[config.mk]
export PLATFORM = sky130hd
export DESIGN_NAME = agu_pipe
export DESIGN_NICKNAME = d
export VERILOG_FILES = /design/src/rtl/agu_pipe.sv
export SDC_FILE = /design/constraint.sdc
export NUM_CORES = 1
export LEC_CHECK = 0
export BUFFER_PORTS_ARGS = -buffer_cell sky130_fd_sc_hd__clkbuf_2
export CAP_MARGIN = 20
export CORE_MARGIN = 2
export CORE_UTILIZATION = 58
export DETAILED_ROUTE_END_ITERATION = 8
export PLACE_DENSITY = 0.88
export SYNTH_ARGS = -nofsm -noshare
export SYNTH_HDL_FRONTEND = slang
export SYNTH_SLANG_ARGS = --single-unit
[constraint.sdc]
create_clock -name i_clk -period 2.2 [get_ports i_clk]
set_input_delay 0 -clock i_clk [delete_from_list [all_inputs] [get_ports i_clk]]
set_output_delay 0 -clock i_clk [all_outputs]
set_load 0.05 [all_outputs]
[src/rtl/agu_pipe.sv]
// agu_pipe: two-stage pipelined address generation unit.
// Stage 1 forms the raw effective address from the base and immediate/index;
// stage 2 classifies illegal and misaligned accesses and holds the result
// until the downstream stage accepts it. A saturating counter tracks how many
// delivered results carried an exception.
module agu_pipe #(
    parameter int ADDR_W = 32,
    parameter int IMM_W  = 16,
    parameter int OFF_W  = 26,
    parameter int SHAMT  = 2,
    parameter int CNT_W  = 8
) (
    input  logic              i_clk,
    input  logic              i_rst_n,
    input  logic              i_flush,
    input  logic              i_valid,
    output logic              o_ready,
    input  logic [2:0]        i_opcode,
    input  logic [1:0]        i_size,
    input  logic [ADDR_W-1:0] i_addr,
    input  logic [OFF_W-1:0]  i_offset,
    output logic              o_valid,
    input  logic              i_ready,
    output logic [ADDR_W-1:0] o_eff_addr,
    output logic [1:0]        o_exc,
    output logic [CNT_W-1:0]  o_exc_count
);

    localparam logic [2:0] MODE_REG    = 3'b000;
    localparam logic [2:0] MODE_BASE   = 3'b001;
    localparam logic [2:0] MODE_PC_REL = 3'b010;
    localparam logic [2:0] MODE_JUMP   = 3'b011;

    localparam logic [1:0] SIZE_HALF = 2'b01;
    localparam logic [1:0] SIZE_WORD = 2'b10;
    localparam logic [1:0] SIZE_RSVD = 2'b11;

    // Stage 1 state
    logic              v1;
    logic [2:0]        op1;
    logic [1:0]        size1;
    logic [ADDR_W-1:0] sum1;

    // Combinational helpers
    logic              en1;
    logic              en2;
    logic [ADDR_W-1:0] imm_ext;
    logic [ADDR_W-1:0] jump_idx;
    logic [ADDR_W-1:0] raw_sum;
    logic              legacy_mode;
    logic              illegal;
    logic              misaligned;
    logic [ADDR_W-1:0] addr_next;
    logic [1:0]        exc_next;

    // Stage 2 may advance when empty or draining; stage 1 when stage 2 makes room
    always_comb begin
        en2     = !o_valid || i_ready;
        en1     = !v1 || en2;
        o_ready = en1;
    end

    // Raw effective address for each addressing mode, wrapping modulo 2^ADDR_W
    always_comb begin
        imm_ext  = ADDR_W'($signed(i_offset[IMM_W-1:0]));
        jump_idx = ADDR_W'(i_offset) << SHAMT;
        raw_sum  = '0;
        case (i_opcode)
            MODE_REG:    raw_sum = i_addr;
            MODE_BASE:   raw_sum = i_addr + imm_ext;
            MODE_PC_REL: raw_sum = i_addr + (imm_ext << SHAMT);
            MODE_JUMP:   raw_sum = {i_addr[ADDR_W-1 -: 4], {(ADDR_W-4){1'b0}}} | jump_idx;
            default:     raw_sum = '0;
        endcase
    end

    // Stage 1 register: capture mode, size and raw address; flush drops any input
    always_ff @(posedge i_clk or negedge i_rst_n) begin
        if (!i_rst_n) begin
            v1    <= 1'b0;
            op1   <= '0;
            size1 <= '0;
            sum1  <= '0;
        end else if (i_flush) begin
            v1 <= 1'b0;
        end else if (en1) begin
            v1    <= i_valid;
            op1   <= i_opcode;
            size1 <= i_size;
            sum1  <= raw_sum;
        end
    end

    // Exception classification; register modes honour the access size,
    // branch/jump modes only require the shifted-out bits to be zero
    always_comb begin
        legacy_mode = (op1[2:1] == 2'b00);
        illegal     = op1[2] || (legacy_mode && (size1 == SIZE_RSVD));
        if (legacy_mode) begin
            misaligned = ((size1 == SIZE_HALF) && sum1[0]) ||
                         ((size1 == SIZE_WORD) && (sum1[1:0] != 2'b00));
        end else begin
            misaligned = (sum1[SHAMT-1:0] != '0);
        end
        exc_next  = illegal ? 2'b10 : {1'b0, misaligned};
        addr_next = illegal ? '0 : sum1;
    end

    // Stage 2 register: outputs hold while stalled, flush empties the stage
    always_ff @(posedge i_clk or negedge i_rst_n) begin
        if (!i_rst_n) begin
            o_valid    <= 1'b0;
            o_eff_addr <= '0;
            o_exc      <= '0;
        end else if (i_flush) begin
            o_valid <= 1'b0;
        end else if (en2) begin
            o_valid    <= v1;
            o_eff_addr <= addr_next;
            o_exc      <= exc_next;
        end
    end

    // Count delivered results with an exception; saturates, survives flush
    always_ff @(posedge i_clk or negedge i_rst_n) begin
        if (!i_rst_n) begin
            o_exc_count <= '0;
        end else if (o_valid && i_ready && (o_exc != 2'b00) && (o_exc_count != {CNT_W{1'b1}})) begin
            o_exc_count <= o_exc_count + 1'b1;
        end
    end

endmodule

Word level (Yosys, flattened, before mapping)

Cells that the tools add are included.

Bitwise operators: 2
Reduce and logical (&&, ||, !) cells: 20
$mul: 0
Divide/modulo/power cells: 0
Eq/ne operators: 7
Magnitude comparators: 0
Add/sub/neg operators: 3
Shift-type cells: 0
Multiplexer cells: 8

Operators by type and width:

| cell                                                 | count |
|---|---|
| one-hot mux 32 bit (4 select lines)                  | 1 |
| adder 32 bit                                         | 2 |
| two-way mux 32 bit                                   | 1 |
| bitwise OR 32 x 28 -> 32 bit                         | 1 |
| adder 8 x 1 -> 8 bit (second input constant)         | 1 |
| inequality test 8 bit (second input constant)        | 1 |
| nonzero test 2 bit                                   | 4 |
| equality test 3 x 2 -> 1 bit (second input constant) | 2 |
| logical AND 1 bit                                    | 6 |
| two-way mux 1 bit                                    | 5 |
| equality test 2 bit (second input constant)          | 2 |
| logical OR 1 bit                                     | 4 |
| AND reduction 2 bit                                  | 2 |
| equality test 3 x 1 -> 1 bit (second input constant) | 1 |
| zero test 3 bit                                      | 1 |
| equality test 2 x 1 -> 1 bit (second input constant) | 1 |
| zero test 1 bit                                      | 2 |
| zero test 2 bit                                      | 1 |
| two-way mux 2 bit                                    | 1 |
| inverter 1 bit                                       | 1 |

Memories kept: 0
Bits in read-only memories: 0
Bits in registers: 81
Word-level logic and storage cells: 48
Latch bits: 0
Input bits: 68
Memory bits (writable): 0

Depth between registers and ports, before layout

Gate-level depths: netlist (run 1).

Depth in word-level cells: 5
Gate-level depth with buffers: 11
Mapped depth without buffers: 11

Worst setup path before layout (run 1)

OpenSTA, ideal clock, no wires.

Path type: register to register
From: register o_valid
To: register o_exc[0]
Period minus slack after synthesis: 2.235 ns
Arrival: 2.168 ns
Library setup time: 0.067 ns
Required time: 2.133 ns
Slack: -0.035 ns
Stages on the path, launching flop included: 7
Cell sequence: dfrtp_1 > nor2b_1 > or2_2 > clkbuf_1 > nor3_1 > clkbuf_1 > a22o_1

Word-level cells in the longest chain between the ends: 3

RTL lines:

| item                                 | RTL line | source |
|---|---|---|
| start, declared                      | 22       | `output logic o_valid,` |
| start signal, assigned               | 118      | `o_valid <= v1;` |
| zero test 1 bit                      | 58       | `en2 = !o_valid \|\| i_ready;` |
| logical OR 1 bit                     | 58       |  |
| AND reduction 2 bit (no source line) | --       |  |
| end signal, assigned                 | 120      | `o_exc <= exc_next;` |
| end, declared                        | 25       | `output logic [1:0] o_exc,` |

Every way passes these cells.
A chain may end at the register's enable or synchronous reset.

Final worst setup path (run 1)

From: input port i_addr[2]
To: register sum1[14]

Word-level cells in the longest chain between the ends: 2
Elaborated cells between the ends (all ways): 3

RTL lines:

| item                                  | RTL line | source |
|---|---|---|
| start, declared                       | 20       | `input logic [ADDR_W-1:0] i_addr,` |
| adder 32 bit (on tied branches)       | 71, 70   |  |
| one-hot mux 32 bit (4 select lines) * | 68       | `case (i_opcode)` |
| end signal, assigned                  | 90       | `sum1 <= raw_sum;` |
| end, declared                         | 42       | `logic [ADDR_W-1:0] sum1;` |

Mark *: on every way between the ends. The rest lies on a longest branch, timed or not.

==> summary.md, run 1 <==
| Metric | Value |
|---|---|
| Post-synth top area share | 0.3042 |
| Hold_sp | i_offset[21] |
| Tot Pwr | a little under 6 mW |
| Total grt overflow | 0 |
| Fin. Hold Viols | 0 |
| Clock Tree Root | clkbuf_16 |
| Placed instance area | 0.008347 mm^2 |
| Cell variety after synth | 72 |
| Top cells by count, synth | 80 x dfrtp_1, 74 x nand2_1, 72 x a21oi_1 |
| Share of layout cells above drive strength 1 | 0.3219 |
| Cell Chain, Critical Path | clkbuf_2 -> buf_4 -> ha_1 -> nor2b_1 -> o31ai_2 -> a211oi_2 -> buf_4 -> or3_4 -> a31oi_1 -> xnor2_1 -> a221oi_1 -> o21ai_1 |
| Hold Path Cell Cnt | 3 |
| Core area | roughly 0.011 mm^2 |
| Async SR Flop Fraction | 1.000 |
| Number of global-route vias before repair | 7,215 |
| Starting Density | 0.6018 |
| Row count | 38 |
| R2R cell count | 7 |
| Slowest CP cell | or3_4 |
| Clk Latency, worst-skew pair | 340 ps |
| CTS max path bufs | 2 |
| Max Clock Freq | around 460 MHz |
| Critical path arrival | 2390 ps |
| Synth area leaders | dfrtp_1 30%, ha_1 8.9%, a21oi_1 5.5%, a22o_1 5.2%, xnor2_1 4.4% |
| Final setup vio count | 0 |
| WP buf/inv | 3 |
| Relative slew margins | 0.6659 |
| Synthesized area | around 0.0066 mm^2 |
| Status | finished, final reports clean |
| Non-Filler Instances | between 1,000 and 1,500 |
| Tot GR Track Use | 0.3637 |
| Clock Skew | 5.521 ps |
| CTS clk-pin slew, worst paths | 60 ps |
| Register bit count reported by yosys | 80 |
| Design Area, Final | 0.008896 mm^2 |
| Worst hold endpoint | sum1[23] |
| Max Slew Vio Count | 0 |
| Minimum clock period | 2187 ps |
| Crit path capture type | flip-flop |
| Antenna violations before repair | 0 |
| Grt peak-use layer | met2 |
| DP Worst Slack | -421.2 ps |
| Fin nets | 1,131 |
| Via count | 7,768 |
| Met2 usage | 0.5779 |
| Worst reg2reg setup slack | 200 ps |
| Hold slack final | 30.07 ps |
| Number of top-level pins | around 110 |
| Largest net degree at the start of global routing | 47 |
| Die ar. | roughly 0.012 mm^2 |
| IO Port Bufs | 111 |
| CP required | 2410 ps |
| PnR worst setup slack | around 13 ps |
| Vias per cell | 6.702 |
| RSZ-0062 raised after global routing | true |
| Kind of cell adding the most delay to the critical path | compound AO/OA/AOI/OAI gates |
| Predominant post-synthesis flop cell | dfrtp_1 |
| Drt pass-1 iters | 9 |
| Power Density | 668.1 mW/mm^2 |
| Max cap viols | 0 |
| Worst hold-check path type | input port to flip-flop |
| Final WL | 23.26 mm |
| Cell with the most instances after synthesis | dfrtp_1 |
| Ys Warns | 0 |
| Inserted Diodes | 0 |
| Inst Count DP | 1,136 |
| R2R Path End | o_exc_count[7] |
| Area leader, netlist | dfrtp_1 |
| CTS Buf Count | 9 |
| Max VDD drop | 0.8006 mV |
| Met1 usage | 0.4982 |
| Setup CP Type | input port to flip-flop |
| Leak pwr | between 4 and 5 nW |
| First-pass GRT wire length | 36.36 mm |
| GP Congestion | 1.052 |
| CTS tree | yes |
| Crit path max fanout | 3 |
| Syn nets | 890 |
| WL/cell | 20.06 um |
| Post-route DRC | 0 |
| Post-DP HPWL | 17.21 mm |
| Post-synthesis cell count | 773 |
| Synth-to-Final Area Change | 35.17% |
| Htree depth | 3 |
| CTS Sinks | 80 |
| Most frequent CP cell | buf_4 |
| Die Span X | 110.5 um |
| Die height | roughly 110 um |
| DRT iter0 DRCs | approximately 980 |
| EDFF count, synth | 0 |
| Reg-to-Reg Start | o_exc_count[0] |
| Avg Cell Area, Syn | 8.514 um^2 |
| Startpoint types | input port |
| Worst stage delay on the critical path | 380 ps |
| Register area share after synthesis | 0.3042 |
| Routed Antenna Nets | 0 |
| Period utilisation layout | 0.9940 |
| Met3 GRT Util | 0.06257 |
| Worst-Margin Slew | about 500 ps |
## routing by layer
metal,share of wire,wire length (um),vias up
met5,0,0,-
met4,0.037,869,0
met3,0.11,2657,96
met2,0.45,10560,574
met1,0.39,9163,3679
li1,-,-,3419
## state kept, by name (all words and copies together) (netlist names)
signal	count
o_eff_addr	32
sum1	32
o_exc_count	8
o_exc	2
op1	2
size1	2
o_valid	1
v1	1
## layout by cell type, fill, tap and decap left out, drive strengths merged, types with 5 or more instances in the layout
| cell type | instances |
|---|---|
| o21ai | 44 |
| nor2b | 10 |
| nand3 | 17 |
| a22oi | 5 |
| inv | 28 |
| a31oi | 20 |
| nor4 | 5 |
| and2 | 5 |
| a22o | 39 |
| clkbuf | 120 |
| a211oi | 7 |
| nand2 | 74 |
| or2 | 6 |
| o31ai | 11 |
| buf | 158 |
| dfrtp | 80 |
| or3 | 5 |
| a21o | 22 |
| o31a | 5 |
| nor3 | 11 |
| a21oi | 72 |
| xor2 | 14 |
| o211ai | 8 |
| xnor2 | 33 |
| ha | 47 |
| dlygate4sd3 | 5 |
| a221oi | 15 |
| nand4 | 11 |
| nor2 | 54 |
| o21a | 10 |
## metrics by stage
step / setup TNS (ps) / utilization
after floorplan: 0 / -
after global placement: -2989 / 0.7633
after detailed placement: -4430 / 0.7633
after CTS: 0 / 0.7998
after global routing: -3.232 / 0.8135
final: 0 / 0.8135
## kinds of logic (layout without fill, tap and decap cells)
group / Yosys count / after routing / synth area share
DFF: 80 / 80 / 0.3042
adders and majority gates: 49 / 49 / 0.09544
muxes: 7 / 7 / 0.01901
AOI/OAI and AO/OA: 301 / 301 / 0.3186
xor gates and xnor gates: 47 / 47 / 0.06255
and+or+nand+nor: 218 / 218 / 0.1593
buffers and inverters: 71 / 317 / 0.04087
## worst max-delay path by stage
| stage | startpoint | endpoint | slack (ps) | depth (start not counted) |
|---|---|---|---|---|
| after CTS | i_offset[0] | sum1[24] | 6 | 14 |
| after floorplan | i_addr[0] | sum1[26] | 90 | 11 |
| after detailed placement | i_offset[0] | sum1[24] | -420 | 14 |
| after global placement | i_offset[0] | sum1[30] | -290 | 13 |
| after global routing | i_offset[0] | sum1[26] | -3 | 13 |
| final | i_addr[2] | sum1[14] | 10 | 12 |
## what timing repair did
item,4_1_cts,5_1_grt
setup buffers,0,2
hold buffers,5,0
pin swaps,0,9
gates resized for setup,4,29
hold endpoints to repair,38,0
endpoints found under the setup margin,3,13
cloned,0,0
## worst min-delay path: stages
cell and delay [ps]:
clkbuf_2 80, a221oi_1 100, a21oi_1 140
## layout make-up
class	instances	area, um^2
Clock buffer	10	229.0
Clock inverter	6	107.6
Multi-Input combinational cell	622	4476
Fill cell	687	2039
Tap cell	140	175.2
Timing Repair Buffer	273	1802
Inverter	28	105.1
Sequential cell	80	2002
## power breakdown
part           internal [mW]  switching [mW]  leakage, nW
registers               1.66           0.167         1.04
clock network           1.10           0.583        0.162
logic                  0.964            1.47         3.10
No activity file was read; power rests on OpenSTA's default activity.
==> run 2, diff against run 1 <==
--- a/config.mk
+++ b/config.mk
@@ -7,7 +7,7 @@
 export LEC_CHECK = 0
 export BUFFER_PORTS_ARGS = -buffer_cell sky130_fd_sc_hd__clkbuf_2
 export CAP_MARGIN = 20
-export CORE_MARGIN = 2
+export CORE_MARGIN = 1.5
 export CORE_UTILIZATION = 58
 export DETAILED_ROUTE_END_ITERATION = 8
 export PLACE_DENSITY = 0.88
==> run 2 against run 1 <==
Maximum frequency is 0.79% higher. Core utilization shrank 0.95 points. First-iteration DRC count is 12% lower. Count of clock-buffer cells in the layout shrank 1. Routed wire length fell by 0.62%. Total power is 3.0% lower. Critical path type unchanged.
==> summary.md, run 2 (synthesis gave the netlist of run 1 again) <==
| Metric | Value |
|---|---|
| Most frequent CP cell | o31ai_2 |
| Die ar. | 0.01199 mm^2 (-1.8%) |
| Minimum clock period | 2170 ps (-17.13 ps) |
| Max Clock Freq | 460.9 MHz (+0.79%) |
| Clock Skew | 8.609 ps (+3.088 ps) |
| Tot GR Track Use | 0.3831 (+0.01939) |
| Die Span X | 109.5 um (-0.90%) |
| Clk Latency, worst-skew pair | 340 ps (about the same) |
| DP Worst Slack | -327.5 ps (+93.72 ps) |
| Startpoint types | input port |
| Vias per cell | 6.601 (-1.5%) |
| Max VDD drop | 0.7410 mV (-7.4%) |
| Crit path capture type | flip-flop |
| Die height | 109.5 um (-0.90%) |
| Routed Antenna Nets | 0 (unchanged) |
| Setup TNS Final | 0 ps (unchanged) |
| CP required | 2450 ps (+40 ps) |
| Post-route DRC | 0 (unchanged) |
| Max Slew Vio Count | 0 (unchanged) |
| CTS max path bufs | 2 (unchanged) |
| Kind of cell adding the most delay to the critical path | compound AO/OA/AOI/OAI gates |
| Clock Tree Root | clkbuf_16 |
| WP buf/inv | 3 (unchanged) |
| Share of layout cells above drive strength 1 | 0.3139 (-0.007965) |
| Relative slew margins | 0.3418 (-0.3241) |
| Reg-to-Reg Start | o_exc_count[0] |
| DRT iter0 DRCs | 855 (-12%) |
| Row count | 38 (unchanged) |
| Fin. Hold Viols | 0 (unchanged) |
| GP Congestion | 1.010 (-4.0%) |
| Worst reg2reg setup slack | 230 ps (+30 ps) |
| Design Area, Final | 0.008792 mm^2 (-1.2%) |
| IO Port Bufs | 111 (unchanged) |
| Period utilisation layout | 0.9862 (-0.007787) |
| Setup crit end | sum1[26] |
| Largest net degree at the start of global routing | 81 (+72%) |
| Commonest non-fill, non-tap cell in the layout | buf_4 |
| Core area | 0.01094 mm^2 (unchanged) |
| Worst hold-check path type | input port to flip-flop |
| CTS Sinks | 80 (unchanged) |
| PnR worst setup slack | 30.38 ps (+17.13 ps) |
| Number of top-level pins | 112 (unchanged) |
| Inserted Diodes | 0 (unchanged) |
| Critical Path Source | i_offset[0] |
| Power Density | 655.7 mW/mm^2 (-1.9%) |
| Leak pwr | 4.258 nW (-1.0%) |
| Via count | 7,611 (-2.0%) |
| Tot Pwr | 5.765 mW (-3.0%) |
| Worst-Margin Slew | 987.4 ps (+488.4 ps) |
| Crit. path cell count | 13 (+1) |
| Number of global-route vias before repair | 7,123 (-1.3%) |
| Htree depth | 3 (unchanged) |
| Synth-to-Final Area Change | 33.59% |
| Final WL | 23.11 mm (-0.62%) |
| Cell Chain, Critical Path | clkbuf_2 -> ha_2 -> inv_1 -> fa_1 -> nor2b_2 -> o31ai_2 -> a211oi_2 -> buf_4 -> nor3_4 -> o31ai_2 -> a21oi_1 -> or3_1 -> a31oi_1 |
| CTS tree | yes |
| Setup CP Type | input port to flip-flop |
| R2R Path End | o_exc_count[7] |
| Crit path max fanout | 4 (+1) |
| First-pass GRT wire length | 35.54 mm (-2.3%) |
| Filler cells | 706 (+2.8%) |
| Post-DP HPWL | 17.19 mm (-0.10%) |
| Placed instance area | 0.008287 mm^2 (-0.72%) |
| WL/cell | 20.04 um (-0.11%) |
| Fin nets | 1,125 (-0.53%) |
| Total grt overflow | 0 (unchanged) |
| Hold slack final | 10.17 ps (-19.90 ps) |
| Slowest CP cell | fa_1 |
| Register area | 0.002002 mm^2 (unchanged) |
| Worst stage delay on the critical path | 410 ps (+30 ps) |
| CTS clk-pin slew, worst paths | 70 ps (about the same) |
| Status | finished, final reports clean |
| Drt pass-1 iters | 5 (-4) |
| CTS Buf Count | 9 (unchanged) |
| Max cap viols | 0 (unchanged) |
| Antenna violations before repair | 0 (unchanged) |
| Starting Density | 0.6018 (unchanged) |
| Multi-input logic area | 0.004444 mm^2 (-0.70%) |
| Most frequent cells in the layout | 149 x buf_4, 109 x clkbuf_2, 80 x dfrtp_1 |
| Final setup vio count | 0 (unchanged) |
| Biggest regs | o_eff_addr: 32 flops, sum1: 32 flops, o_exc_count: 8 flops |
| Critical path arrival | 2420 ps (+30 ps) |
| R2R cell count | 7 (unchanged) |
[run 2: tightest hold or removal path, cell delays in order]
cell	delay (ps)
clkbuf_2	70
a221oi_1	80
a31oi_1	140
[run 2: area by class of cell]
class | instances | area share
clock inverters | 7 | 0.008823
inverters | 28 | 0.01195
repair buffers | 267 | 0.2005
flip-flops and latches | 80 | 0.2277
multi-input cells | 622 | 0.5055
well taps | 140 | 0.01992
clock buffers | 9 | 0.02562
[run 2: how the worst min path moves through the flow]
| stage | start | end | slack [ps] | depth (start not counted) |
|---|---|---|---|---|
| 2_1_floorplan | i_rst_n | o_eff_addr[0] | -300 | 0 |
| 3_3_place_gp | i_size[0] | size1[0] | 200 | 3 |
| 3_5_place_dp | i_rst_n | o_eff_addr[1] | 210 | 1 |
| 4_1_cts | i_offset[22] | sum1[24] | 7 | 3 |
| 5_1_grt | i_offset[22] | sum1[24] | 20 | 3 |
| 6_report | i_offset[22] | sum1[24] | 10 | 3 |
[run 2: report_power, final]
part	switching [mW]	internal (mW)	leakage, nW
Sequential	0.166	1.66	1.04
Combinational	1.46	0.959	3.08
Clock	0.634	0.891	0.147
[run 2: through the flow]
step                instances    util
floorplan                 773       -
global placement         1128  0.7578
detailed placement       1128  0.7578
CTS                      1150  0.7910
global route             1153  0.8040
finish                   1153  0.8040
[run 2: what timing repair did]
item	in CTS	in global routing
endpoints found under the setup margin	0	10
hold endpoints to repair	85	0
buffers inserted	0	3
hold buffers	6	0
resized for setup	0	29
[run 2: per-layer routing]
metal	vias to the layer above	routed length (um)	global-route usage
met4	0	687	0.1271
met5	-	0	0
met2	506	10680	0.6322
met3	76	2419	0.05453
met1	3615	9320	0.5161
li1	3414	-	-
